**config.mk**
```make
export PLATFORM = sky130hd
export DESIGN_NAME = and_req_arbiter
export DESIGN_NICKNAME = d
export VERILOG_FILES = /design/src/rtl/and_req_arbiter.sv
export SDC_FILE = /design/constraint.sdc
export NUM_CORES = 1
export LEC_CHECK = 0
export CORE_AREA = 2 2 70 85
export CTS_CLUSTER_SIZE = 24
export DETAILED_ROUTE_END_ITERATION = 6
export DIE_AREA = 0 0 72 87
export GPL_TIMING_DRIVEN = 0
export HOLD_SLACK_MARGIN = 0.1
export PLACE_DENSITY = 0.87
export SYNTH_ARGS = -nofsm -noshare
export SYNTH_HDL_FRONTEND = slang
export SYNTH_SLANG_ARGS = --single-unit
```
**constraint.sdc**
```tcl
create_clock -name clock -period 3 [get_ports clock]
set_clock_uncertainty 0.05 [all_clocks]
set_input_delay 0.6 -clock clock [delete_from_list [all_inputs] [get_ports clock]]
set_output_delay 0.6 -clock clock [all_outputs]
set_load 0.1 [all_outputs]
```
**src/rtl/and_req_arbiter.sv**
```systemverilog
// Round-robin arbiter that shares one registered bitwise-AND datapath among NUM_REQ requesters.
// Each accepted operand pair returns a & b, tagged with the requester index, on one valid/ready channel.
module and_req_arbiter #(
   parameter int NUM_REQ    = 4,
   parameter int DATA_WIDTH = 8,
   parameter int ID_W       = $clog2(NUM_REQ),
   parameter int CNT_W      = 16
) (
   input  logic                          clock,
   input  logic                          reset,
   input  logic [NUM_REQ-1:0]            req_valid,
   output logic [NUM_REQ-1:0]            req_ready,
   input  logic [NUM_REQ*DATA_WIDTH-1:0] req_a,
   input  logic [NUM_REQ*DATA_WIDTH-1:0] req_b,
   output logic                          rsp_valid,
   input  logic                          rsp_ready,
   output logic [DATA_WIDTH-1:0]         rsp_data,
   output logic [ID_W-1:0]               rsp_id,
   output logic                          busy,
   output logic [CNT_W-1:0]              txn_count
);

   typedef enum logic [1:0] {IDLE, EXEC, RESP} state_t;

   state_t                state, state_nxt;
   logic [ID_W-1:0]       rr_ptr;
   logic [ID_W-1:0]       grant_idx;
   logic [ID_W-1:0]       cand;
   int unsigned           sum_idx;
   logic                  grant_found;
   logic                  accept;
   logic                  complete;
   logic [DATA_WIDTH-1:0] a_reg, b_reg;
   logic [ID_W-1:0]       id_reg;

   // First valid requester at or after rr_ptr, wrapping at NUM_REQ-1.
   always_comb begin
      grant_found = 1'b0;
      grant_idx   = rr_ptr;
      cand        = rr_ptr;
      sum_idx     = 0;
      for (int unsigned k = 0; k < NUM_REQ; k++) begin
         sum_idx = 32'(rr_ptr) + k;
         if (sum_idx >= NUM_REQ) begin
            sum_idx = sum_idx - NUM_REQ;
         end
         cand = sum_idx[ID_W-1:0];
         if (!grant_found && req_valid[cand]) begin
            grant_found = 1'b1;
            grant_idx   = cand;
         end
      end
   end

   always_ff @(posedge clock) begin
      if (reset) begin
         state <= IDLE;
      end else begin
         state <= state_nxt;
      end
   end

   always_comb begin
      state_nxt = state;
      req_ready = '0;
      rsp_valid = 1'b0;
      busy      = 1'b1;
      accept    = 1'b0;
      complete  = 1'b0;
      case (state)
         IDLE: begin
            busy = 1'b0;
            if (!reset && grant_found) begin
               req_ready[grant_idx] = 1'b1;
               accept               = 1'b1;
               state_nxt            = EXEC;
            end
         end
         EXEC: begin
            state_nxt = RESP;
         end
         RESP: begin
            rsp_valid = 1'b1;
            if (rsp_ready) begin
               complete  = 1'b1;
               state_nxt = IDLE;
            end
         end
         default: begin
            state_nxt = IDLE;
         end
      endcase
   end

   always_ff @(posedge clock) begin
      if (reset) begin
         rr_ptr    <= '0;
         a_reg     <= '0;
         b_reg     <= '0;
         id_reg    <= '0;
         rsp_data  <= '0;
         rsp_id    <= '0;
         txn_count <= '0;
      end else begin
         if (accept) begin
            a_reg  <= req_a[grant_idx*DATA_WIDTH +: DATA_WIDTH];
            b_reg  <= req_b[grant_idx*DATA_WIDTH +: DATA_WIDTH];
            id_reg <= grant_idx;
            rr_ptr <= (grant_idx == ID_W'(NUM_REQ-1)) ? '0 : grant_idx + 1'b1;
         end
         if (state == EXEC) begin
            rsp_data <= a_reg & b_reg;
            rsp_id   <= id_reg;
         end
         if (complete && (txn_count != '1)) begin
            txn_count <= txn_count + 1'b1;
         end
      end
   end

endmodule

```
==> impl_results.md <==
- Fin crit period: 2.874 ns
- Fillers: 450
- Synth Area in XOR/XNOR: 5.390%
- Buffers added on ports: 101
- DRT Wirelength: 6.593 mm
- Clk pwr share: 22.9%
- Mux cell area share after synthesis: 14.78%
- Comb pwr share: 33.8%
- Switching part of the total: 33.54%
- Worst slack, placed: -1.237 ns
- Worst-Margin Slew: 1.006 ns
- Commonest register cell after synthesis: dfxtp_1
- Flop pwr share: 43.3%
- Max Fclk: 348.0 MHz
- DRT iter0 DRCs: 114
- N_diodes: 0
- Arr. time, crit path: 2.22 ns
- Synth Area in Adders: 1.027%
- Die Y: 87 um
- Die Area: 6264 um2
- Final hold slack: 0.4042 ns
- Number of I/O pins: 103
- Worst Path Required: 2.35 ns
- CTS Sinks: 48
- Min-Delay Path Class: reg -> reg
- Post-synth ARST share: 0%
- Distinct cells, synth: 43
- Post-route ant nets: 0
- Largest net degree at the start of global routing: 19
- Syn Area/Cell: 9.163 um2
- Post-synthesis cell area: 2437 um2
- Wire length of the first global-routing pass: 11.49 mm
- Via-per-instance ratio: 5.520
- Syn nets: 339
- GPL Wtd Cong: 0.8986
- Num CTS Buffers: 5
- Number of synthesized register bits: 48
- Leakage: 0.001368 uW
- Detail Placement HPWL: 5.276 mm
- Mapped Cells: 266
- Largest reg by FF count: txn_count
- Dominant cells by area after synthesis: dfxtp_1 (39%), mux2i_1 (15%), o221ai_1 (5.7%)
- Crit path kind: in -> out
- Worst-path clk slew: 0.08 ns
- Net Sw Power: 574.9 uW
- TritonCTS clock tree: yes
- Final Hold Viols: 0
- Placeable Area: 5518 um2
- Ratio of cells with drive above 1 in the final layout: 9.309%
- Largest register FFs: 16
- Synth-to-layout area growth: 50.56%
- Vias in the first global route: 2469
- Initial antenna violation count: 0
- Commonest non-fill, non-tap cell in the layout: clkdlybuf4s50_1
- EDFF count, synth: 0
- Largest area contributor in the netlist: dfxtp_1
- Crit. End Element: output pin
- Initial Util: 44.17%
- Vias: 2429
- Status: completed
- Per-cell routed wire length: 14.98 um
- Relative slew slack: 32.73%
- Global route overflow: 0
- Max-cap viol count: 0
- CTS Hold Bufs: 0
- DRC Markers: 0
- NumNets Final: 448
- Fin crit share: 95.79%
- Crit Path Max Fanout: 10
- Clk buf depth: 2
- Synth Area in Simple Gates: 21.10%
- Internal: 1139 uW
- Largest family of logic cells by synthesized area: simple AND/OR/NAND/NOR gates
- Synth top area share: 39.43%
- Peak VDD IR: 286.3 uV
- # setup viols final: 0
- CTS Root Cell: clkbuf_8
- Synthesis warning total: 0
- Compound-gate portion of the synthesized area: 13.24%
- Most frequent cells in the layout: clkdlybuf4s50_1 (93), dfxtp_1 (48), mux2i_1 (36), nand2_1 (31), nor2_1 (25)
- GRT Total Usage: 23.38%
- Rows: 30
- Worst skew pair latency: 0.31 ns
- Startpoint types: input port
- Register area share after synthesis: 39.43%
- Worst path setup slack after routing: 0.1263 ns
- Slew Viols, Final: 0
- TritonRoute pass-1 iters: 4
- Die width: 72 um
- H-Tree Depth: 2
- PD cells: 467.1 nW/um2
-- layer usage --
metal / routed length [um] / GRT usage (%) / part of all wire (%) / vias to the layer above
li1: - / - / - / 1171
met1: 2493 / 25.93 / 38 / 1138
met2: 3415 / 41.25 / 52 / 108
met3: 527 / 7.176 / 8.0 / 12
met4: 157 / 9.605 / 2.4 / 0
met5: 0 / 0 / 0 / -
-- Yosys cell counts, types with 2 or more instances --
| master | n |
|---|---|
| nand4_1 | 2 |
| nand3_1 | 13 |
| clkbuf_1 | 6 |
| buf_2 | 4 |
| and3b_1 | 2 |
| dfxtp_1 | 48 |
| nor4_1 | 3 |
| xnor2_1 | 12 |
| nor2b_1 | 2 |
| inv_1 | 7 |
| mux2i_1 | 36 |
| nor3_1 | 2 |
| nor2_1 | 28 |
| nand2_1 | 32 |
| ha_1 | 2 |
| a211oi_1 | 4 |
| nand2b_1 | 4 |
| nand4_2 | 2 |
| xor2_1 | 3 |
| o221ai_1 | 16 |
| a21oi_1 | 15 |
| or2_1 | 2 |
-- path summary, 6_finish.rpt --
| path | from | endpoint | slack, ns | depth (start not counted) |
|---|---|---|---|---|
| setup / recovery | req_valid[0] | req_ready[3] | 0.13 | 9 |
| hold reg to reg | rsp_data[7]$_SDFFE_PP0N_ | rsp_data[7]$_SDFFE_PP0N_ | 0.40 | 2 |
| hold / removal | rsp_data[7]$_SDFFE_PP0N_ | rsp_data[7]$_SDFFE_PP0N_ | 0.40 | 2 |
| setup reg to reg | rr_ptr[1]$_SDFFE_PP0P_ | a_reg[1]$_SDFFE_PP0P_ | 0.92 | 8 |
-- power groups by stage --
stage / combinational (uW) / sequential [uW] / clock [uW]
2_1_floorplan: 353 / 774 / 0
3_5_place_dp: 565 / 755 / 0
4_1_cts: 577 / 741 / 408
6_report: 579 / 742 / 393
5_1_grt: 624 / 751 / 432
3_3_place_gp: 552 / 753 / 0
-- cell families (layout without fill, tap and decap cells) --
family,Yosys count,in the layout
compound gates,44,44
simple gates,100,100
fa+ha+maj,2,2
flops,48,48
xor+xnor,15,15
buf+inv,21,131
mux,36,36
-- through the flow --
step	total power, uW	util [%]	TNS (ns)	area (um2)	instances
floorplan	1127	-	-0.2241	2450	266
global placement	1305	64.17	-4.286	3541	431
detailed placement	1320	64.17	-4.489	3541	431
CTS	1726	66.39	-0.02942	3664	439
global route	1807	66.51	-0.001538	3670	440
finish	1714	66.51	0	3670	440
-- area by class of cell --
cell class / instances / area (um2) / share of cell area, %
timing repair buffer: 103 / 1047 / 28.54
buffer: 13 / 93.84 / 2.557
clock buffer: 5 / 68.82 / 1.875
clock inverter: 3 / 23.77 / 0.6478
inverter: 7 / 26.28 / 0.7160
tap: 64 / 80.08 / 2.182
multi-input combinational: 197 / 1369 / 37.30
sequential: 48 / 960.9 / 26.18
-- critical path, stage by stage --
cell	delay, ns
dlygate4sd2_1	0.29
nand2b_1	0.12
o21ai_1	0.08
a221oi_2	0.33
buf_6	0.15
buf_8	0.14
ha_1	0.15
and2_1	0.18
buf_12	0.19
-- repair_timing --
| item | in CTS | in global routing |
|---|---|---|
| setup buffers | 1 | 1 |
| gates resized for setup | 38 | 3 |
| hold endpoints to repair | 0 | 0 |
| endpoints found under the setup margin | 4 | 2 |
| pin swaps | 0 | 1 |
| cloned | 0 | 0 |
Power figures use the tool's default switching activity.
